**src/rtl/i2s_adc_rx.sv**
```systemverilog
// I2S ADC receive path: deserializes ADCDAT on p_bclk strobes, frames words by ADC_LRC,
// and presents left/right pairs downstream over valid/ready with overrun and framing-error flags.

module i2s_adc_rx #(
  parameter int DEPTH     = 16,
  parameter int I2S_DELAY = 1
) (
  input  logic             clk_50m,
  input  logic             rst_n,
  input  logic             p_bclk,
  input  logic             n_bclk,
  input  logic             adc_lrc,
  input  logic             adcdat,
  output logic [DEPTH-1:0] left_data,
  output logic [DEPTH-1:0] right_data,
  output logic             out_valid,
  input  logic             out_ready,
  output logic             overrun,
  input  logic             ovr_clr,
  output logic             frame_err
);

  localparam int CW = $clog2(DEPTH + 1);
  localparam int SW = $clog2(I2S_DELAY + 1) + 1;
  localparam logic [CW-1:0] BIT_LAST  = CW'(DEPTH - 1);
  localparam logic [SW-1:0] SKIP_LAST = SW'((I2S_DELAY > 0) ? I2S_DELAY - 1 : 0);
  localparam logic          CH_L      = 1'b0;

  typedef enum logic [1:0] {
    ST_ALIGN = 2'd0,
    ST_SKIP  = 2'd1,
    ST_SHIFT = 2'd2,
    ST_PAD   = 2'd3
  } state_e;

  localparam state_e START_ST = (I2S_DELAY == 0) ? ST_SHIFT : ST_SKIP;

  logic             din_meta_q, din_sync_q, lrc_q;
  logic             lrc_edge_s, lrc_fall_s;
  state_e           state_q, state_d;
  logic             ch_q, ch_d;
  logic [CW-1:0]    bit_cnt_q, bit_cnt_d;
  logic [SW-1:0]    skip_cnt_q, skip_cnt_d;
  logic [DEPTH-1:0] sr_q, sr_d, sr_shift_s;
  logic [DEPTH-1:0] left_hold_q, left_hold_d;
  logic [DEPTH-1:0] right_hold_q, right_hold_d;
  logic             have_left_q, have_left_d;
  logic             pair_done_q, pair_done_d;
  logic             frame_err_q, frame_err_d;
  logic [DEPTH-1:0] left_data_q, left_data_d;
  logic [DEPTH-1:0] right_data_q, right_data_d;
  logic             out_valid_q, out_valid_d;
  logic             overrun_q, overrun_d;
  logic             overrun_set_s;
  logic             unused_n_bclk_s;

  // The codec launches on n_bclk; sampling only needs the p_bclk strobe.
  assign unused_n_bclk_s = n_bclk;

  assign lrc_edge_s = adc_lrc ^ lrc_q;
  assign lrc_fall_s = lrc_edge_s & ~adc_lrc;
  assign sr_shift_s = {sr_q[DEPTH-2:0], din_sync_q};

  // Data-pad synchronizer and LRC history
  always_ff @(posedge clk_50m) begin
    if (!rst_n) begin
      din_meta_q <= 1'b0;
      din_sync_q <= 1'b0;
      lrc_q      <= 1'b0;
    end else begin
      din_meta_q <= adcdat;
      din_sync_q <= din_meta_q;
      lrc_q      <= adc_lrc;
    end
  end

  // Framing state and word assembly registers
  always_ff @(posedge clk_50m) begin
    if (!rst_n) begin
      state_q      <= ST_ALIGN;
      ch_q         <= CH_L;
      bit_cnt_q    <= {CW{1'b0}};
      skip_cnt_q   <= {SW{1'b0}};
      sr_q         <= {DEPTH{1'b0}};
      left_hold_q  <= {DEPTH{1'b0}};
      right_hold_q <= {DEPTH{1'b0}};
      have_left_q  <= 1'b0;
      pair_done_q  <= 1'b0;
      frame_err_q  <= 1'b0;
    end else begin
      state_q      <= state_d;
      ch_q         <= ch_d;
      bit_cnt_q    <= bit_cnt_d;
      skip_cnt_q   <= skip_cnt_d;
      sr_q         <= sr_d;
      left_hold_q  <= left_hold_d;
      right_hold_q <= right_hold_d;
      have_left_q  <= have_left_d;
      pair_done_q  <= pair_done_d;
      frame_err_q  <= frame_err_d;
    end
  end

  // Next-state logic; an LRC edge always outranks a same-cycle p_bclk
  always_comb begin
    state_d      = state_q;
    ch_d         = ch_q;
    bit_cnt_d    = bit_cnt_q;
    skip_cnt_d   = skip_cnt_q;
    sr_d         = sr_q;
    left_hold_d  = left_hold_q;
    right_hold_d = right_hold_q;
    have_left_d  = have_left_q;
    pair_done_d  = 1'b0;
    frame_err_d  = 1'b0;
    case (state_q)
      ST_ALIGN: begin
        if (lrc_fall_s) begin
          state_d    = START_ST;
          ch_d       = CH_L;
          bit_cnt_d  = {CW{1'b0}};
          skip_cnt_d = {SW{1'b0}};
        end else begin
          state_d = ST_ALIGN;
        end
      end
      ST_SKIP, ST_SHIFT: begin
        if (lrc_edge_s) begin
          frame_err_d = 1'b1;
          have_left_d = 1'b0;
          if (lrc_fall_s) begin
            state_d    = START_ST;
            ch_d       = CH_L;
            bit_cnt_d  = {CW{1'b0}};
            skip_cnt_d = {SW{1'b0}};
          end else begin
            state_d = ST_ALIGN;
          end
        end else if (!p_bclk) begin
          state_d = state_q;
        end else if (state_q == ST_SKIP) begin
          if (skip_cnt_q == SKIP_LAST) begin
            state_d = ST_SHIFT;
          end else begin
            skip_cnt_d = skip_cnt_q + SW'(1);
          end
        end else begin
          sr_d      = sr_shift_s;
          bit_cnt_d = bit_cnt_q + CW'(1);
          if (bit_cnt_q == BIT_LAST) begin
            state_d = ST_PAD;
            if (ch_q == CH_L) begin
              left_hold_d = sr_shift_s;
              have_left_d = 1'b1;
            end else if (have_left_q) begin
              right_hold_d = sr_shift_s;
              pair_done_d  = 1'b1;
              have_left_d  = 1'b0;
            end else begin
              have_left_d = 1'b0;
            end
          end else begin
            state_d = ST_SHIFT;
          end
        end
      end
      ST_PAD: begin
        if (lrc_edge_s) begin
          state_d    = START_ST;
          ch_d       = ~ch_q;
          bit_cnt_d  = {CW{1'b0}};
          skip_cnt_d = {SW{1'b0}};
        end else begin
          state_d = ST_PAD;
        end
      end
      default: begin
        state_d = ST_ALIGN;
      end
    endcase
  end

  // Output slot: a completed pair loads if the slot is free or being emptied this cycle
  always_comb begin
    out_valid_d   = out_valid_q;
    left_data_d   = left_data_q;
    right_data_d  = right_data_q;
    overrun_set_s = 1'b0;
    if (pair_done_q) begin
      if (!out_valid_q || out_ready) begin
        left_data_d  = left_hold_q;
        right_data_d = right_hold_q;
        out_valid_d  = 1'b1;
      end else begin
        overrun_set_s = 1'b1;
      end
    end else if (out_valid_q && out_ready) begin
      out_valid_d = 1'b0;
    end else begin
      out_valid_d = out_valid_q;
    end
    if (ovr_clr) begin
      overrun_d = 1'b0;
    end else if (overrun_set_s) begin
      overrun_d = 1'b1;
    end else begin
      overrun_d = overrun_q;
    end
  end

  // Output pair, handshake and overrun registers
  always_ff @(posedge clk_50m) begin
    if (!rst_n) begin
      left_data_q  <= {DEPTH{1'b0}};
      right_data_q <= {DEPTH{1'b0}};
      out_valid_q  <= 1'b0;
      overrun_q    <= 1'b0;
    end else begin
      left_data_q  <= left_data_d;
      right_data_q <= right_data_d;
      out_valid_q  <= out_valid_d;
      overrun_q    <= overrun_d;
    end
  end

  assign left_data  = left_data_q;
  assign right_data = right_data_q;
  assign out_valid  = out_valid_q;
  assign overrun    = overrun_q;
  assign frame_err  = frame_err_q;

endmodule

```
**config.mk**
```make
export PLATFORM = sky130hd
export DESIGN_NAME = i2s_adc_rx
export DESIGN_NICKNAME = d
export VERILOG_FILES = /design/src/rtl/i2s_adc_rx.sv
export SDC_FILE = /design/constraint.sdc
export NUM_CORES = 1
export LEC_CHECK = 0
export BUFFER_PORTS_ARGS = -buffer_cell sky130_fd_sc_hd__buf_2
export CAP_MARGIN = 20
export CORE_MARGIN = 3
export CORE_UTILIZATION = 57
export DETAILED_ROUTE_END_ITERATION = 8
export PLACE_DENSITY_LB_ADDON = 0.1
export SYNTH_ARGS = -nofsm -noshare
export SYNTH_HDL_FRONTEND = slang
export SYNTH_SLANG_ARGS = --single-unit
```
**constraint.sdc**
```tcl
create_clock -name clk_50m -period 2.8 [get_ports clk_50m]
set_clock_uncertainty 0.2 [all_clocks]
set_input_delay 0.28 -clock clk_50m [delete_from_list [all_inputs] [get_ports clk_50m]]
set_output_delay 0.28 -clock clk_50m [all_outputs]
set_load 0.01 [all_outputs]
```
==> summary.log, run 1 <==
INFO  logic_synthesis synth_top_cell_by_area=dfxtp_1
INFO  die            start_util=60.9%
INFO  cts            tritoncts_clock_tree=yes
INFO  detailed_routing routed_via_density=5.43
INFO  detailed_routing post_drt_wl_per_cell=13.4microns
INFO  placed_design  worst_case_setup_slack_after_placement=600ps
INFO  cts            cts_h_tree_lvls=3
INFO  layout         syn_to_final_growth=11.7%
INFO  grt            gr-total-overflow=0
INFO  layout         mostFrequentLayoutCell=nand2_1
INFO  power_and_ir_drop power_density=569nW/um^2
INFO  worst_setup_path critical_path_fanout_max=17
INFO  worst_setup_path timing.reg2reg.setup_slack=600ps
INFO  worst_setup_path worst_r2r_path_depth=6
INFO  detailed_routing drt-pass1-iter-count=4
INFO  logic_synthesis dominantRegCellSynth=dfxtp_1
INFO  logic_synthesis post_synth_num_cell_types=44
INFO  worst_setup_path regToRegStartpoint=state_q[0]
INFO  detailed_routing antenna_left=0
INFO  logic_synthesis post_synth_instance_area=3730squm
INFO  worst_setup_path setup.worst_path.end=left_hold_q[8]
INFO  layout         layout.nets=486
INFO  die            die_h=86.9microns
INFO  placed_design  gp_routability_congestion=0.806
INFO  timing         hold_viol_final=0
INFO  logic_synthesis synth_top_family_by_area=simple AND/OR/NAND/NOR gates
INFO  logic_synthesis syn-instance-count=436
INFO  worst_setup_path critical_path.endpoint_type=register
INFO  timing         setup_viol_count_final=0
INFO  detailed_routing drcViolationCount=0
INFO  die            die_area=7560squm
INFO  logic_synthesis ys_seq_area_share=52.0%
INFO  logic_synthesis synth_fp_nets=451
INFO  logic_synthesis synth_fa_ha_area_share=2.35%
INFO  logic_synthesis yosys_warnings=0
INFO  grt            grt_antenna_before_repair=0
INFO  grt            grt_max_degree=35
INFO  logic_synthesis synth_area_per_cell=8.56squm
INFO  timing         final.setup.worst_slack=441ps
INFO  timing         fmax=0.424GHz
INFO  cts            post_cts.repair.setup_buffers=0
INFO  logic_synthesis synth_top_area_share=52.0%
INFO  cts            ctsLongestPathBuffers=2
INFO  logic_synthesis synth-compound-area-share=13.7%
INFO  logic_synthesis yosys-mux-area-fraction=4.29%
INFO  worst_setup_path cp-startpoint=adc_lrc
INFO  cts            cts_inserted_buffers=9
INFO  die            floorplan.rows=28
INFO  worst_setup_path timing.critical_path.required=2880ps
INFO  detailed_routing totalWireLength=7360microns
INFO  logic_synthesis yosys-top-cells-area=dfxtp_1, nand2_1, a21oi_1, mux2i_1, nand3_1
INFO  placed_design  hpwl_dp=4830microns
INFO  layout         antenna_cells=0
INFO  hold_path      hold_path_class=input port to register
INFO  die            core_area=6130squm
INFO  timing         final_period_minus_worst_setup_slack=2360ps
INFO  layout         layout.cells.most_common_list=nand2_1, dfxtp_1, a21oi_1, buf_2, nand3_1
INFO  placed_design  port-buffer-count=41
INFO  cts            cts.sinks=97
INFO  cts            cts_root_buffer=clkbuf_8
INFO  grt            via_count_of_the_first_global_routing_pass=2701
INFO  worst_setup_path slowest_stage=dlygate4sd3_1
INFO  worst_setup_path start_kind=input port
INFO  timing         min_period_over_period=84.3%
INFO  power_and_ir_drop peakVddDrop=0.000360V
INFO  power_and_ir_drop cell_leakage_power=1.53nW
INFO  run_status     run_status=complete, no violations
INFO  die            floorplan.io_pins=43
INFO  timing         drv_slew=0
INFO  run            cap_violations=0
INFO  timing         rsz0062_at_grt=false
INFO  cts            worstSkewPairLatency=360ps
INFO  cts            postCtsResizedCells=0
INFO  logic_synthesis post_synthesis_share_of_cell_area_spent_on_and_or_nand_and_nor_gates=22.2%
INFO  logic_synthesis synth_enable_flop_cells=0
INFO  layout         post_route_cells_drive_above_1_share=16.2%
INFO  worst_setup_path timing.setup.critical_path_class=input port to register
INFO  grt            grt_pass1_wl=12200microns
INFO  cts            clock_pin_slew_on_the_worst_setup_and_hold_paths=90ps
INFO  worst_setup_path cp.arrival=2440ps
INFO  worst_setup_path crit_chain=dlygate4sd3_1, buf_2, inv_1, ha_1, buf_4, and4b_1, nand2_4, nor2_8, mux2i_1
INFO  logic_synthesis ys_ff_latch=97
INFO  power_and_ir_drop total_power=2.37mW
INFO  logic_synthesis synth_xor_xnor_area_share=0%
INFO  detailed_routing detail_route.iter0.violations=131
INFO  die            floorplan.die.width=86.9microns
INFO  worst_setup_path timing.rr.end=left_hold_q[8]
INFO  detailed_routing via_count=2992
INFO  worst_setup_path critical-path-max-stage-delay=520ps
INFO  grt            grt_usage=20.5%
INFO  timing         timing_worst_slew_pin_value=611ps
INFO  logic_synthesis async_reset_ff_share=0%
INFO  timing         timing.slew.headroom=59.2%
INFO  timing         fin_tns_setup=0ps
-- critical path, delay by kind of cell --
family | cells | cell delay [ps]
fa+ha+maj | 1 | 270
buf+inv | 4 | 880
mux | 1 | 250
simple gates | 3 | 750
-- cell families after synthesis --
family / Yosys count
muxes: 16
buffers and inverters: 39
AOI/OAI and AO/OA: 88
and+or+nand+nor: 189
DFF: 97
adders and majority gates: 7
-- worst min path at each step --
stage	startpoint	to	slack, ps	depth (start not counted)
6_report	out_ready	out_valid	30	4
5_1_grt	out_ready	out_valid	40	4
4_1_cts	out_ready	out_valid	30	4
3_5_place_dp	din_meta_q	din_sync_q	220	1
3_3_place_gp	din_meta_q	din_sync_q	220	1
2_1_floorplan	ovr_clr	overrun	160	1
-- layout make-up --
| class | instances | area, sq um |
|---|---|---|
| clock buffer | 12 | 145 |
| clock inverter | 4 | 51.3 |
| fill | 535 | 1960 |
| inverter | 9 | 33.8 |
| multi-input combinational | 300 | 1590 |
| sequential | 97 | 1940 |
| tap | 75 | 93.8 |
| timing repair buffer | 54 | 310 |
-- cells in the mapped netlist, types with 6 or more instances --
master,instances
ha_1,7
o21ai_2,7
inv_1,9
dfxtp_1,97
o21ai_0,6
mux2i_1,16
a21oi_1,51
clkbuf_1,16
nor2_1,12
nand3_1,19
nand2_1,134
o21ai_1,9
-- sequential cells by signal (all words and copies together) (netlist names), 2 cells and up --
register      flops
sr_q             15
bit_cnt_q         5
left_data        16
state_q           2
skip_cnt_q        2
right_data       16
right_hold_q     16
left_hold_q      16
-- metrics by stage --
| stage | cells | hold WS (ps) | instance area, sq um | utilization (%) |
|---|---|---|---|---|
| after detailed placement | 532 | 219 | 3940 | 64.3 |
| after global routing | 551 | 38.8 | 4170 | 68.0 |
| final | 551 | 30.1 | 4170 | 68.0 |
| after CTS | 551 | 27.0 | 4170 | 68.0 |
| after global placement | 532 | 215 | 3940 | 64.3 |
| after floorplan | 436 | 157 | 3730 | - |
-- where the power goes --
group	internal [mW]	switching (mW)	leakage (nW)	total (mW)
Combinational	0.0256	0.0580	0.654	0.0836
Sequential	1.38	0.00184	0.782	1.38
Clock	0.440	0.463	0.0970	0.903
-- per-layer routing --
layer | wire length (microns) | global-route usage [%] | part of all wire, %
met1 | 3600 | 26.2 | 49
met2 | 3410 | 33.5 | 46
met3 | 249 | 4.26 | 3.4
met4 | 101 | 9.07 | 1.4
met5 | 0 | 0 | 0
-- timing repair --
action | CTS | global route
hold buffers | 3 | 0
hold endpoints to repair | 3 | 0
setup endpoints to repair | 0 | 0
No activity file was read; power rests on OpenSTA's default activity.
==> inputs of run 2 (changes only) <==
--- a/config.mk
+++ b/config.mk
@@ -8,7 +8,7 @@
 export BUFFER_PORTS_ARGS = -buffer_cell sky130_fd_sc_hd__buf_2
 export CAP_MARGIN = 20
 export CORE_MARGIN = 3
-export CORE_UTILIZATION = 57
+export CORE_UTILIZATION = 52
 export DETAILED_ROUTE_END_ITERATION = 8
 export PLACE_DENSITY_LB_ADDON = 0.1
 export SYNTH_ARGS = -nofsm -noshare
==> constraint.sdc (replaced) <==
create_clock -name clk_50m -period 1.9 [get_ports clk_50m]
set_clock_uncertainty 0.2 [all_clocks]
set_input_delay 0.19 -clock clk_50m [delete_from_list [all_inputs] [get_ports clk_50m]]
set_output_delay 0.19 -clock clk_50m [all_outputs]
set_load 0.01 [all_outputs]
==> run 2 against run 1 <==
Effect of this change: sequential cell count is the same; largest power group unchanged; highest routed layer unchanged; core utilization is 3.1 points lower; non-clock buffer count increased by 16; global-route usage decreased by 1.1 points; clock power increased by 44%; sequential share of layout area shrank 3.0 points; sequential power rose by 48%.
==> summary.log, run 2 (same netlist as run 1, synthesis figures left out) <==
INFO  run_status     run_status=complete, no violations [unchanged]
INFO  die            core_area=6870squm [was 6130 sq um]
INFO  layout         fin_area=4460squm [was 4170 sq um]
INFO  die            floorplan.io_pins=43 [unchanged]
INFO  grt            via_count_of_the_first_global_routing_pass=2785 [was 2701]
INFO  layout         mostFrequentLayoutCell=nand2_1 [unchanged]
INFO  layout         n_fill_cell=611 [was 535]
INFO  cts            cts_root_buffer=clkbuf_8 [unchanged]
INFO  timing         hold_viol_final=0 [unchanged]
INFO  timing         timing.slew.headroom=76.8% [was 59.2%]
INFO  run            cap_violations=0 [unchanged]
INFO  cts            clock_pin_slew_on_the_worst_setup_and_hold_paths=90ps [about the same]
INFO  worst_setup_path cp.arrival=1960ps [was 2440 ps]
INFO  detailed_routing detail_route.iter0.violations=194 [was 131]
INFO  layout         final-seq-area=1940squm [about the same]
INFO  placed_design  worst_case_setup_slack_after_placement=-17.4ps [was 600 ps]
INFO  timing         fmax=0.536GHz
INFO  hold_path      worstHoldPathCells=4 [unchanged]
INFO  grt            gr-total-overflow=0 [unchanged]
INFO  layout         layout.nets=502 [was 486]
INFO  power_and_ir_drop total_power=3.51mW [was 2.37 mW]
INFO  worst_setup_path worst_r2r_path_depth=7 [was 6]
INFO  worst_setup_path timing.setup.critical_path_class=register to register [was input port to register]
INFO  worst_setup_path regToRegStartpoint=state_q[0] [unchanged]
INFO  die            start_util=54.3% [was 60.9%]
INFO  layout         layout.cells.most_common_list=nand2_1, dfxtp_1, a21oi_1, buf_2, nand3_1 [unchanged]
INFO  worst_setup_path critical_path.endpoint_type=register [unchanged]
INFO  hold_path      hold_path_class=input port to register [unchanged]
INFO  grt            grt_max_degree=61 [was 35]
INFO  timing         final_period_minus_worst_setup_slack=1870ps
INFO  cts            cts_inserted_buffers=9 [unchanged]
INFO  placed_design  hpwl_dp=5020microns [was 4830 microns]
INFO  detailed_routing drcViolationCount=0 [unchanged]
INFO  cts            tritoncts_clock_tree=yes [unchanged]
INFO  worst_setup_path start_kind=register [was input port]
INFO  hold_path      holdCritStartpoint=p_bclk [was out_ready]
INFO  timing         final.setup.worst_slack=32.7ps [was 441 ps]
INFO  die            die_area=8230squm [was 7560 sq um]
INFO  cts            cts.sinks=97 [unchanged]
INFO  detailed_routing antenna_left=0 [unchanged]
INFO  detailed_routing post_drt_wl_per_cell=13.6microns [was 13.4 microns]
INFO  layout         final_core_utilization=64.9% [was 68.0%]
INFO  timing         drv_slew=0 [unchanged]
INFO  power_and_ir_drop power_density=788nW/um^2 [was 569 nW/um^2]
INFO  hold_path      hold-path-endpoint=state_q[1] [was out_valid]
INFO  die            floorplan.rows=30 [was 28]
INFO  grt            grt_pass1_wl=13000microns [was 12200 microns]
INFO  worst_setup_path timing.reg2reg.setup_slack=30ps [was 600 ps]
INFO  cts            cts_h_tree_lvls=3 [unchanged]
INFO  worst_setup_path critical_path_fanout_max=5 [was 17]
INFO  detailed_routing drt-pass1-iter-count=4 [unchanged]
INFO  layout         post_route_cells_drive_above_1_share=20.2% [was 16.2%]
INFO  timing         rsz0062_at_grt=true [was false]
INFO  power_and_ir_drop peakVddDrop=0.000370V [was 0.000360 V]
INFO  worst_setup_path timing.critical_path.required=2000ps [was 2880 ps]
INFO  layout         combined_area_of_the_multi_input_logic_cells=1630squm [was 1590 sq um]
INFO  detailed_routing totalWireLength=7970microns [was 7360 microns]
INFO  layout         syn_to_final_growth=19.4% [was 11.7%]
INFO  cts            worstSkewPairLatency=360ps [about the same]
INFO  timing         timing_worst_slew_pin_value=348ps [was 611 ps]
INFO  placed_design  port-buffer-count=41 [unchanged]
INFO  power_and_ir_drop cell_leakage_power=1.65nW [was 1.53 nW]
INFO  placed_design  detailed_place.area=4110squm [was 3940 sq um]
INFO  cts            ctsLongestPathBuffers=2 [unchanged]
INFO  grt            grt_antenna_before_repair=0 [unchanged]
INFO  die            floorplan.die.width=90.7microns [was 86.9 microns]
INFO  layout         antenna_cells=0 [unchanged]
INFO  detailed_routing routed_via_density=5.18 [was 5.43]
INFO  timing         setup_viol_count_final=0 [unchanged]
INFO  timing         min_period_over_period=98.3%
INFO  detailed_routing via_count=3040 [was 2992]
INFO  placed_design  gp_routability_congestion=0.848 [was 0.806]
INFO  grt            grt_usage=19.4% [was 20.5%]
INFO  die            die_h=90.7microns [was 86.9 microns]
INFO  worst_setup_path timing.rr.end=left_hold_q[15] [was left_hold_q[8]]
[run 2: changes by cell type in the layout (fill, tap and decap cells not counted), sizes merged]
| cell | before | now |
|---|---|---|
| buf | 51 | 63 |
| dlygate4sd3 | 3 | 6 |
| inv | 10 | 9 |
| clkinv | 1 | 2 |
[run 2: stage by stage]
| step | hold WS [ps] | TNS, ps | cells |
|---|---|---|---|
| floorplan | 66.8 | -331 | 436 |
| global placement | 156 | 0 | 560 |
| detailed placement | 154 | -34.4 | 560 |
| CTS | 6.72 | 0 | 581 |
| global route | 76.4 | -313 | 587 |
| finish | 54.7 | 0 | 587 |
[run 2: report_power, final]
part,internal [mW],switching [mW],leakage (nW)
Sequential,2.04,0.00385,0.783
Clock,0.608,0.697,0.0896
Combinational,0.0700,0.0965,0.777
[run 2: timing repair]
action                                  in CTS  in global routing
hold endpoints to repair                     5                  0
hold buffers                                 6                  0
endpoints found under the setup margin      10                 35
setup buffers                                0                  5
gates cloned                                 0                  1
gates resized for setup                      2                  8
pin swaps                                    0                  3
[run 2: area by class of cell]
type | instances | area share, %
Sequential cell | 97 | 43.6
Multi-Input combinational cell | 300 | 36.7
Timing Repair Buffer | 70 | 12.1
Clock buffer | 11 | 2.95
Tap cell | 96 | 2.70
Clock inverter | 4 | 1.24
Inverter | 9 | 0.758
[run 2: how the worst max path moves through the flow]
stage / start / depth (start not counted) / slack [ps] / to
2_1_floorplan: state_q[0] / 9 / -40 / left_hold_q[10]
3_3_place_gp: state_q[0] / 7 / 50 / left_hold_q[0]
3_5_place_dp: state_q[0] / 7 / -20 / left_hold_q[15]
4_1_cts: state_q[1] / 6 / 8 / bit_cnt_q[1]
5_1_grt: state_q[0] / 7 / -40 / left_hold_q[15]
6_report: state_q[0] / 7 / 30 / left_hold_q[15]
[run 2: layer usage]
metal	part of all wire (%)	track usage, %	up-vias
met5	0	0	-
met4	1.4	8.80	0
met3	2.9	3.17	11
met2	48	31.7	55
met1	47	25.2	1419
li1	-	-	1555
[run 2: critical path: stages (launching register included)]
cell,delay (ps)
dfxtp_2,380
inv_2,50
ha_4,260
and4b_2,330
nand2_4,90
nor2_8,150
clkbuf_16,180
mux2i_1,170
==> inputs of run 3 (changes only) <==
--- a/config.mk
+++ b/config.mk
@@ -7,10 +7,10 @@
 export LEC_CHECK = 0
 export BUFFER_PORTS_ARGS = -buffer_cell sky130_fd_sc_hd__buf_2
 export CAP_MARGIN = 20
-export CORE_MARGIN = 3
 export CORE_UTILIZATION = 52
 export DETAILED_ROUTE_END_ITERATION = 8
 export PLACE_DENSITY_LB_ADDON = 0.1
+export RECOVER_POWER = 50
 export SYNTH_ARGS = -nofsm -noshare
 export SYNTH_HDL_FRONTEND = slang
 export SYNTH_SLANG_ARGS = --single-unit
==> run 3 against run 2 <==
Effect of this change: sequential cell count is the same; core utilization down 1.8 points; fmax is 1.6% higher; sequential power is essentially flat; total power fell by 4.0%; die area is 8.6% lower; worst hold slack lost 44 ps; register-to-register slack improved by 30 ps; design area decreased by 2.8%; non-clock buffer count decreased by 8; combinational power shrank 11%; clock power shrank 9%; largest power group unchanged.
==> summary.log, run 3 (same netlist as run 1, synthesis figures left out) <==
INFO  run_status     run_status=complete, no violations [unchanged]
INFO  placed_design  port-buffer-count=41 [unchanged]
INFO  cts            clock_pin_slew_on_the_worst_setup_and_hold_paths=90ps [about the same]
INFO  timing         drv_slew=0 [unchanged]
INFO  cts            cts_inserted_buffers=9 [unchanged]
INFO  layout         instances_no_fill=580 [was 587]
INFO  grt            via_count_of_the_first_global_routing_pass=2645 [was 2785]
INFO  layout         layout.cells.most_common_list=nand2_1, dfxtp_1, a21oi_1, clkbuf_1, nand3_1 [was nand2_1, dfxtp_1, a21oi_1, buf_2, nand3_1]
INFO  detailed_routing routed_via_density=5.20 [was 5.18]
INFO  grt            gr-total-overflow=0 [unchanged]
INFO  die            die_area=7520squm [was 8230 sq um]
INFO  cts            cts.sinks=97 [unchanged]
INFO  worst_setup_path cp.arrival=1920ps [was 1960 ps]
INFO  cts            worstSkewPairLatency=350ps [was 360 ps]
INFO  timing         hold_viol_final=0 [unchanged]
INFO  worst_setup_path crit_chain=inv_2, ha_4, and4b_2, nand2_4, nor2_8, clkbuf_16, mux2i_1 [unchanged]
INFO  cts            cts_root_buffer=clkbuf_8 [unchanged]
INFO  worst_setup_path timing.critical_path.max_delay_family=simple AND/OR/NAND/NOR gates [unchanged]
INFO  layout         mostFrequentLayoutCell=nand2_1 [unchanged]
INFO  placed_design  hpwl_dp=4830microns [was 5020 microns]
INFO  detailed_routing drt-pass1-iter-count=4 [unchanged]
INFO  layout         final-seq-area=1950squm [was 1940 sq um]
INFO  detailed_routing via_count=3018 [was 3040]
INFO  power_and_ir_drop power_density=777nW/um^2 [was 788 nW/um^2]
INFO  cts            ctsLongestPathBuffers=2 [unchanged]
INFO  layout         syn_to_final_growth=16.1% [was 19.4%]
INFO  timing         timing.slew.headroom=73.1% [was 76.8%]
INFO  grt            grt_antenna_before_repair=0 [unchanged]
INFO  layout         antenna_cells=0 [unchanged]
INFO  placed_design  detailed_place.area=4100squm [was 4110 sq um]
INFO  timing         final_period_minus_worst_setup_slack=1840ps [was 1870 ps]
INFO  die            die_h=86.7microns [was 90.7 microns]
INFO  worst_setup_path timing.setup.critical_path_class=register to register [unchanged]
INFO  timing         timing_worst_slew_pin_value=403ps [was 348 ps]
INFO  placed_design  post-place-cells=559 [was 560]
INFO  placed_design  gp_routability_congestion=0.868 [was 0.848]
INFO  die            start_util=54.3% [unchanged]
INFO  timing         rsz0062_at_grt=false [was true]
INFO  worst_setup_path critical-path-max-stage-delay=380ps [about the same]
INFO  layout         fin_area=4330squm [was 4460 sq um]
INFO  run            cap_violations=0 [unchanged]
INFO  cts            tritoncts_clock_tree=yes [unchanged]
INFO  detailed_routing post_drt_wl_per_cell=12.9microns [was 13.6 microns]
INFO  worst_setup_path slowest_stage=dfxtp_4 [was dfxtp_2]
INFO  cts            cts_h_tree_lvls=3 [unchanged]
INFO  worst_setup_path critical_path_fanout_max=5 [unchanged]
INFO  timing         worst_hold_slack=10.9ps [was 54.7 ps]
INFO  timing         fin_tns_setup=0ps [unchanged]
INFO  cts            post_cts.repair.setup_buffers=0 [unchanged]
INFO  power_and_ir_drop cell_leakage_power=1.45nW [was 1.65 nW]
INFO  detailed_routing drcViolationCount=0 [unchanged]
INFO  die            floorplan.die.width=86.7microns [was 90.7 microns]
INFO  die            core_area=6870squm [unchanged]
INFO  layout         post_route_cells_drive_above_1_share=12.8% [was 20.2%]
INFO  grt            grt_pass1_wl=12200microns [was 13000 microns]
INFO  detailed_routing detail_route.iter0.violations=168 [was 194]
INFO  timing         min_period_over_period=96.8% [was 98.3%]
INFO  grt            grt_max_degree=60 [was 61]
INFO  layout         final_core_utilization=63.1% [was 64.9%]
INFO  die            floorplan.rows=30 [unchanged]
INFO  worst_setup_path critical_path.n_buffers_inverters=2 [unchanged]
INFO  layout         n_fill_cell=660 [was 611]
INFO  worst_setup_path timing.critical_path.required=1980ps [was 2000 ps]
INFO  worst_setup_path start_kind=register [unchanged]
INFO  timing         fmax=0.544GHz [was 0.536 GHz]
INFO  hold_path      hold_path_class=input port to register [unchanged]
INFO  layout         layout.nets=494 [was 502]
INFO  layout         combined_area_of_the_multi_input_logic_cells=1650squm [was 1630 sq um]
INFO  power_and_ir_drop peakVddDrop=0.000403V [was 0.000370 V]
INFO  die            floorplan.io_pins=43 [unchanged]
INFO  detailed_routing totalWireLength=7510microns [was 7970 microns]
INFO  worst_setup_path critical_path.endpoint_type=register [unchanged]
INFO  grt            grt_usage=21.0% [was 19.4%]
INFO  detailed_routing antenna_left=0 [unchanged]
INFO  timing         setup_viol_count_final=0 [unchanged]
-- run 3: changes by cell type in the layout (fill, tap and decap cells not counted), sizes merged --
cell         previous run  this run
dlygate4sd3             6         4
bufinv                  1         0
buf                    63        20
inv                     9        11
clkbuf                 12        49
-- run 3: area by class of cell --
cell class	count	area share [%]
repair buffers	62	9.41
flip-flops and latches	97	44.9
clock inverters	5	0.895
well taps	96	2.77
inverters	9	0.779
multi-input cells	300	38.2
clock buffers	11	3.03
-- run 3: stage by stage --
step / setup WS (ps) / power (mW)
after floorplan: -36.8 / 2.18
after global placement: 38.1 / 2.22
after detailed placement: -74.6 / 2.22
after CTS: 4.39 / 3.40
after global routing: 10.5 / 3.52
final: 61.7 / 3.37
-- run 3: timing repair --
item                                    in CTS  in global routing
gates cloned                                 0                  1
pin swaps                                    0                  5
hold buffers                                 4                  0
endpoints found under the hold margin        4                  0
gates resized for setup                      4                 10
endpoints found under the setup margin      13                 20
-- run 3: final timing paths --
kind | startpoint | to | slack, ps | cells past startpoint
max | state_q[0] | left_hold_q[9] | 60 | 7
min reg2reg | left_data[3] | left_data[3] | 260 | 2
min | p_bclk | state_q[1] | 10 | 4
max reg2reg | state_q[0] | left_hold_q[9] | 60 | 7
-- run 3: worst min-delay path: cells and delay by family --
family	cells	cell delay, ps
AO/OA/AOI/OAI	2	140
AND/OR/NAND/NOR	1	60
buffers and inverters	1	130
-- run 3: per-layer routing --
metal  global-route usage, %  up-vias  part of all wire, %
met4                    8.18        0                  1.4
met1                    27.8     1411                   49
met3                    4.57       10                  2.9
li1                        -     1542                    -
met5                       0        -                    0
met2                    33.4       55                   47
-- run 3: report_power, final --
part	total, mW	internal, mW	switching (mW)	leakage (nW)
combinational	0.149	0.0551	0.0942	0.583
sequential	2.04	2.04	0.00332	0.783
clock	1.18	0.487	0.695	0.0843
